==> config.mk <==
export PLATFORM = sky130hd
export DESIGN_NAME = ex_mem_skid
export DESIGN_NICKNAME = d
export VERILOG_FILES = /design/src/rtl/ex_mem_skid_pkg.sv /design/src/rtl/ex_mem_slot.sv /design/src/rtl/ex_mem_skid.sv
export SDC_FILE = /design/constraint.sdc
export NUM_CORES = 1
export LEC_CHECK = 0
export ABC_AREA = 1
export CAP_MARGIN = 5
export CELL_PAD_IN_SITES_DETAIL_PLACEMENT = 1
export CELL_PAD_IN_SITES_GLOBAL_PLACEMENT = 1
export CORE_MARGIN = 3
export CORE_UTILIZATION = 39
export CTS_CLUSTER_DIAMETER = 80
export DETAILED_ROUTE_END_ITERATION = 12
export GPL_TIMING_DRIVEN = 0
export PLACE_DENSITY_LB_ADDON = 0.3
export SLEW_MARGIN = 20
export SYNTH_ARGS = -nofsm -noshare
export SYNTH_HDL_FRONTEND = slang
export SYNTH_SLANG_ARGS = --single-unit
==> constraint.sdc <==
create_clock -name clk -period 9.24 [get_ports clk]
set_input_delay 2.31 -clock clk [delete_from_list [all_inputs] [get_ports clk]]
set_output_delay 2.31 -clock clk [all_outputs]
set_load 0.03 [all_outputs]
==> src/rtl/ex_mem_skid_pkg.sv <==
// Shared constants for the EX/MEM skid register: bubble field values and memory-op codes.
package ex_mem_skid_pkg;

  localparam int   NOP_REG_ADDR = 0;
  localparam logic WR_ENABLE    = 1'b1;
  localparam logic WR_DISABLE   = 1'b0;
  localparam int   ZERO_WORD    = 0;

  localparam int MEMOP_NONE  = 0;
  localparam int MEMOP_LOAD  = 1;
  localparam int MEMOP_STORE = 2;

  function automatic int pay_width(input int addr_w, input int data_w, input int memop_w);
    return addr_w + 1 + data_w + memop_w + data_w;
  endfunction

endpackage

==> src/rtl/ex_mem_slot.sv <==
// One payload slot: a valid bit plus a payload register.
// The payload register returns to the bubble pattern whenever the slot is emptied.
module ex_mem_slot #(
  parameter int             W      = 8,
  parameter logic [W-1:0]   BUBBLE = '0
) (
  input  logic         clk,
  input  logic         rst,
  input  logic         load,
  input  logic         clear,
  input  logic [W-1:0] d,
  output logic         valid,
  output logic [W-1:0] q
);

  // Clear wins over load so a flush always drops the incoming entry.
  always_ff @(posedge clk or posedge rst) begin
    if (rst) begin
      valid <= 1'b0;
      q     <= BUBBLE;
    end else if (clear) begin
      valid <= 1'b0;
      q     <= BUBBLE;
    end else if (load) begin
      valid <= 1'b1;
      q     <= d;
    end
  end

endmodule

==> src/rtl/ex_mem_skid.sv <==
// EX/MEM pipeline register with valid/ready handshake, optional two-entry skid buffer,
// synchronous flush and a saturating stall counter.
module ex_mem_skid
  import ex_mem_skid_pkg::*;
#(
  parameter int DATA_W  = 32,
  parameter int ADDR_W  = 5,
  parameter int MEMOP_W = 4,
  parameter int SKID    = 1,
  parameter int CNT_W   = 16
) (
  input  logic               clk,
  input  logic               rst,
  input  logic               flush,
  input  logic               ex_valid,
  output logic               ex_ready,
  input  logic [ADDR_W-1:0]  ex_des_addr,
  input  logic               ex_des_exist,
  input  logic [DATA_W-1:0]  ex_des_data,
  input  logic [MEMOP_W-1:0] ex_memop,
  input  logic [DATA_W-1:0]  ex_mem_addr,
  output logic               mem_valid,
  input  logic               mem_ready,
  output logic [ADDR_W-1:0]  mem_des_addr,
  output logic               mem_des_exist,
  output logic [DATA_W-1:0]  mem_des_data,
  output logic [MEMOP_W-1:0] mem_memop,
  output logic [DATA_W-1:0]  mem_mem_addr,
  output logic [1:0]         occupancy,
  output logic [CNT_W-1:0]   stall_cnt
);

  localparam int PAY_W = pay_width(ADDR_W, DATA_W, MEMOP_W);
  localparam logic [PAY_W-1:0] BUBBLE = {ADDR_W'(NOP_REG_ADDR), WR_DISABLE, DATA_W'(ZERO_WORD),
                                         MEMOP_W'(MEMOP_NONE), DATA_W'(ZERO_WORD)};

  logic [PAY_W-1:0] ex_pay;
  logic [PAY_W-1:0] h_d;
  logic [PAY_W-1:0] h_q;
  logic [PAY_W-1:0] s_q;
  logic             h_full;
  logic             s_full;
  logic             h_load;
  logic             h_clear;
  logic             s_load;
  logic             s_clear;
  logic             accept;
  logic             pop;

  assign ex_pay = {ex_des_addr, ex_des_exist, ex_des_data, ex_memop, ex_mem_addr};
  assign accept = ex_valid & ex_ready & ~flush;
  assign pop    = h_full & mem_ready;

  // Slot control; in skid mode ex_ready=0 whenever S is full, so pop-while-S-full never sees an accept.
  always_comb begin
    h_load  = 1'b0;
    h_clear = 1'b0;
    s_load  = 1'b0;
    s_clear = 1'b0;
    h_d     = ex_pay;
    if (flush) begin
      h_clear = 1'b1;
      s_clear = 1'b1;
    end else if (SKID != 0) begin
      if (pop && s_full) begin
        h_load  = 1'b1;
        h_d     = s_q;
        s_clear = 1'b1;
      end else if (accept && (!h_full || pop)) begin
        h_load = 1'b1;
      end else if (accept) begin
        s_load = 1'b1;
      end else if (pop) begin
        h_clear = 1'b1;
      end
    end else begin
      if (accept) begin
        h_load = 1'b1;
      end else if (pop) begin
        h_clear = 1'b1;
      end
    end
  end

  ex_mem_slot #(.W(PAY_W), .BUBBLE(BUBBLE)) u_head (
    .clk   (clk),
    .rst   (rst),
    .load  (h_load),
    .clear (h_clear),
    .d     (h_d),
    .valid (h_full),
    .q     (h_q)
  );

  generate
    if (SKID != 0) begin : g_skid
      ex_mem_slot #(.W(PAY_W), .BUBBLE(BUBBLE)) u_skid (
        .clk   (clk),
        .rst   (rst),
        .load  (s_load),
        .clear (s_clear),
        .d     (ex_pay),
        .valid (s_full),
        .q     (s_q)
      );
      assign ex_ready = ~s_full;
    end else begin : g_single
      logic unused_s_ctrl;
      assign unused_s_ctrl = &{1'b0, s_load, s_clear};
      assign s_full        = 1'b0;
      assign s_q           = BUBBLE;
      assign ex_ready      = ~h_full | mem_ready;
    end
  endgenerate

  assign mem_valid = h_full;
  assign {mem_des_addr, mem_des_exist, mem_des_data, mem_memop, mem_mem_addr} = h_q;
  assign occupancy = {1'b0, h_full} + {1'b0, s_full};

  // Counts refused offers from EX; sticks at all-ones until reset.
  always_ff @(posedge clk or posedge rst) begin
    if (rst) begin
      stall_cnt <= '0;
    end else if (ex_valid && !ex_ready && !flush && !(&stall_cnt)) begin
      stall_cnt <= stall_cnt + CNT_W'(1);
    end
  end

endmodule

[After elaboration in Yosys (flattened, before gate mapping)]
Index checks and enable logic that the tools add are counted.
Storage, ports and cells
  bits in registers: 166
  output and inout port bits: 94
  input bits: 79
  ROM bits: 0
  memories kept: 0
  bits in latches: 0
  memory bits (writable): 0
Cells by class
  div/mod/pow operators: 0
  order comparisons: 0
  multiply operators: 0
  bitwise operators: 5
  add/subtract/negate cells: 2
  shift operators: 0
  eq/ne operators: 0
  reduce and logical (&&, ||, !) cells: 12
  mux-type cells: 24
Operator list (count)
  $mux W74: 6
  $mux W1: 18
  $add A16 B1 Y16 const B: 1
  $reduce_and A16 Y1: 1
  $logic_and A1 B1 Y1: 5
  $reduce_bool A2 Y1: 2
  $and A1 B1 Y1: 3
  $logic_not A1 Y1: 3
  $add A1 B1 Y2: 1
  $not A1 Y1: 2
  $logic_or A1 B1 Y1: 1

[Logic depth before layout (Yosys ltp)]
  depth after elaboration: 9
  gate-level depth with buffers: 9
  gate-level depth less buffers: 9

[By module]
A second synthesis with hierarchy kept.
Second synthesis, totals
  cell total of the unflattened synthesis: 1069
  area, all modules: 8094.0 um^2
By module, submodules not included
  ex_mem_slot: times used 2, cells an instance 326, seq. area each 1876.8 um^2, area an instance 2956.6 um^2
  ex_mem_skid: times used 1, cells an instance 417, seq. area each 400.4 um^2, area an instance 2180.8 um^2

[Worst setup path after synthesis]
Ideal clock, no wire load.
  kind: register to output
  from: register u_head.valid
  to: output occupancy[0]
  cell stages (with the launch flop): 2
  slack: 5937 ps
  data arrival time: 993 ps
  path buffers: 0
  cells stage by stage: dfrtp_1 ha_1
Between the ends
  word-level cells in the longest chain between the ends: 1
Ends and longest elaborated chain
  start: declaration: RTL line ex_mem_slot.sv:12  | output logic valid,
  start signal: assignment: RTL line ex_mem_slot.sv:19  | valid <= 1'b0;
  start signal: assignment: RTL line ex_mem_slot.sv:22  | valid <= 1'b0;
  start signal: assignment: RTL line ex_mem_slot.sv:25  | valid <= 1'b1;
  $add A1 B1 Y2: RTL line ex_mem_skid.sv:118  | assign occupancy = {1'b0, h_full} + {1'b0, s_full};
  end: declaration: RTL line ex_mem_skid.sv:29  | output logic [1:0] occupancy,
Every way passes these cells.

[Final worst setup path]
  from: register g_skid.u_skid.valid
  to: output occupancy[0]
Between the ends
  word-level cells in the longest chain between the ends: 1
Ends and longest elaborated chain (RTL line)
  start: declaration: ex_mem_slot.sv:12
  start signal: assignment: ex_mem_slot.sv:19
  start signal: assignment: ex_mem_slot.sv:22
  start signal: assignment: ex_mem_slot.sv:25
  $add A1 B1 Y2: ex_mem_skid.sv:118
Every way passes these cells.

==> summary.txt <==
Antenna violations before repair = 0
CTS tree = yes
Root Driver = clkbuf_16
Ranking of synthesized cells by area = dfrtp_1, nand2_1, o21ai_0
Yosys cell types = 23
Beginning of the critical path = g_skid.u_skid.valid$_DFFE_PP0P_
Fin. Hold Viols = 0
Pre-antenna DRT Iters = 4
P&R area growth vs syn = 36.0%
Worst Hold Class = reg2reg
RR Startpoint = u_head.valid$_DFFE_PP0P_
Cell taking the most area after synthesis = dfrtp_1
Largest net degree at the start of global routing = 64
Slew HR = 63.9%
HPWL after detailed placement = 16,700 um
WP data required = 6.93 ns
All-Layer GR Usage = 23.2%
Most frequent cells after synthesis = nand2_1, dfrtp_1, o21ai_0
Final #Nets = 1,237
Clock power frac = 39.9%
Mapped Area = 7600 um^2
Final ANT Viol Nets = 0
CP Launch Type = flip-flop
Switching Fraction = 28.7%
Num Clock Sinks = 166
Setup Fix Bufs, Post-CTS = 0
R2r setup slk = 7.27 ns
Skew final = 0.0138 ns
H-tree depth = 4
Final RePlAce weighted congestion = 0.777
Vias = 7,144
Peak Freq = 0.237 GHz
Largest fanout on the critical path = 5
Leak Pwr = 0.00486 uW
WS Path Type = reg2out
Wirelength, routed = 23,900 um
Max Slew Vio Count = 0
Post-synth EDFFs = 0
Die Span X = 146 um
PnR Total Power = 1940 uW
Cts repair resizes = 0
Final worst setup slack = 5.03 ns
CP Capture Type = output pin
Internal Power = 1380 uW
N_diodes = 0
Die height = 146 um
Sequential Power Share = 41.7%
Asr flop ratio synth = 100%
Psw = 557 uW
Tcrit/Tclk final = 45.6%
PortBufs = 172
Sequential share of the synthesized area = 54.7%
Cell with the most instances after synthesis = nand2_1
Drt first-iter violations = 243
Hold_buf cts = 0
Vias in the first global route = 7,807
Place WS = 4.94 ns
Combinational power share = 18.5%
R2R depth = 6
IO Count = 173
Hold Slack = 0.482 ns
Critical path destination = occupancy[0]
Minimum clock period = 4.21 ns
Die area = 21,200 um^2
Final setup viols = 0
Syn_nets = 1,044
Peak supply drop = 140 uV
Synth Area per Inst = 7.89 um^2
RSZ-0062 raised after global routing = false
Hold depth = 2
TritonCTS buffer count = 17
Synth Warn # = 0
Global-route wire length before repair = 40,000 um
Syn Inst Count = 963
Cell Rows = 50
Pwr/cell area = 187 nW/um^2
Clock-pin slew of the registers on the worst-case setup and hold paths = 0.07 ns
Number of vias per cell = 5.00
Max-cap violations = 0
Fraction of layout cells with a size suffix above 1 = 5.91%
CTS max path bufs = 2
Worst-Margin Slew = 0.541 ns
Grt ovf = 0
CP arrival = 1.90 ns
Worst-Skew Late Latency = 0.44 ns
Setup TNS = 0 ns
FF-to-FF End = g_skid.u_skid.q[40]$_DFFE_PP0P_
Status = complete, no violations
# DRC = 0
#FFs+latches synth = 166
Post-synth top flop = dfrtp_1
Effective utilization at floorplan = 40.2%
Yosys top cell area share = 54.7%
Core ar. = 18,900 um^2
WL per Instance = 16.7 um
## layout by cell type, fill, tap and decap left out, types with 2 or more instances in the layout
cell type        Yosys  layout
nand2_1            367     367
clkdlybuf4s50_1      0     172
dfrtp_1            166     166
o21ai_0            153     153
inv_1               91      90
nand3_1             83      83
buf_2               26      26
clkbuf_1            24      25
nor2_1              18      18
clkbuf_16            0      17
nand4_1              9       9
xnor2_1              6       6
buf_1                5       5
bufinv_16            0       4
inv_6                0       3
clkinv_2             0       3
inv_2                2       2
buf_4                2       2
ha_1                 2       2
clkbuf_8             0       2
buf_16               0       2
## sequential cells by signal (all words and copies together) (netlist names)
register             flops
g_skid.u_skid.q         74
u_head.q                74
stall_cnt               16
g_skid.u_skid.valid      1
u_head.valid             1
## layer usage
layer	GRT usage [%]	share of wire (%)	wire (um)	up-vias
met3	5.08	4.2	1020	25
met2	40.5	51	12200	154
li1	-	-	-	3438
met4	7.08	1.5	357	0
met1	28.9	43	10400	3527
met5	0	0	0	-
## through the flow
stage	util, %	std cells	area, um^2
final	54.7	1428	10300
after detailed placement	51.4	1397	9710
after global placement	51.1	1395	9650
after global routing	54.7	1428	10300
after CTS	54.7	1428	10300
after floorplan	-	963	7600
## logic make-up (layout without fill, tap and decap cells)
family | count (synthesis) | in the layout | synth area share [%]
xor gates and xnor gates | 6 | 6 | 0.692
adders and majority gates | 2 | 2 | 0.329
AOI/OAI and AO/OA | 158 | 158 | 10.6
DFF | 166 | 166 | 54.7
buffers and inverters | 150 | 355 | 7.94
and+or+nand+nor | 481 | 481 | 25.7
## how the worst min path moves through the flow
stage | from | to
2_1_floorplan | g_skid.u_skid.q[0]$_DFFE_PP0P_ | g_skid.u_skid.q[0]$_DFFE_PP0P_
3_3_place_gp | u_head.q[28]$_DFFE_PP0P_ | u_head.q[28]$_DFFE_PP0P_
3_5_place_dp | u_head.q[43]$_DFFE_PP0P_ | u_head.q[43]$_DFFE_PP0P_
4_1_cts | u_head.q[69]$_DFFE_PP0P_ | u_head.q[69]$_DFFE_PP0P_
5_1_grt | u_head.q[69]$_DFFE_PP0P_ | u_head.q[69]$_DFFE_PP0P_
6_report | u_head.q[50]$_DFFE_PP0P_ | u_head.q[50]$_DFFE_PP0P_
## power by group through the flow
stage | sequential [uW] | clock [uW] | combinational (uW)
final | 807 | 773 | 358
after global routing | 813 | 818 | 390
after detailed placement | 821 | 0 | 359
after floorplan | 893 | 0 | 111
after CTS | 808 | 785 | 363
after global placement | 819 | 0 | 348
## cell type report
| class | count | area (um^2) |
|---|---|---|
| flip-flops and latches | 166 | 4150 |
| well taps | 260 | 325 |
| plain buffers | 57 | 254 |
| multi-input cells | 647 | 2840 |
| inverters | 93 | 357 |
| repair buffers | 174 | 1780 |
| fillers | 2305 | 8560 |
| clock inverters | 11 | 170 |
| clock buffers | 20 | 457 |
## critical path, cell delays in order (launching register included)
cell	delay, ns
dfrtp_1	0.45
ha_1	0.31
clkdlybuf4s50_1	0.71
(Power assumes the default switching activity.)
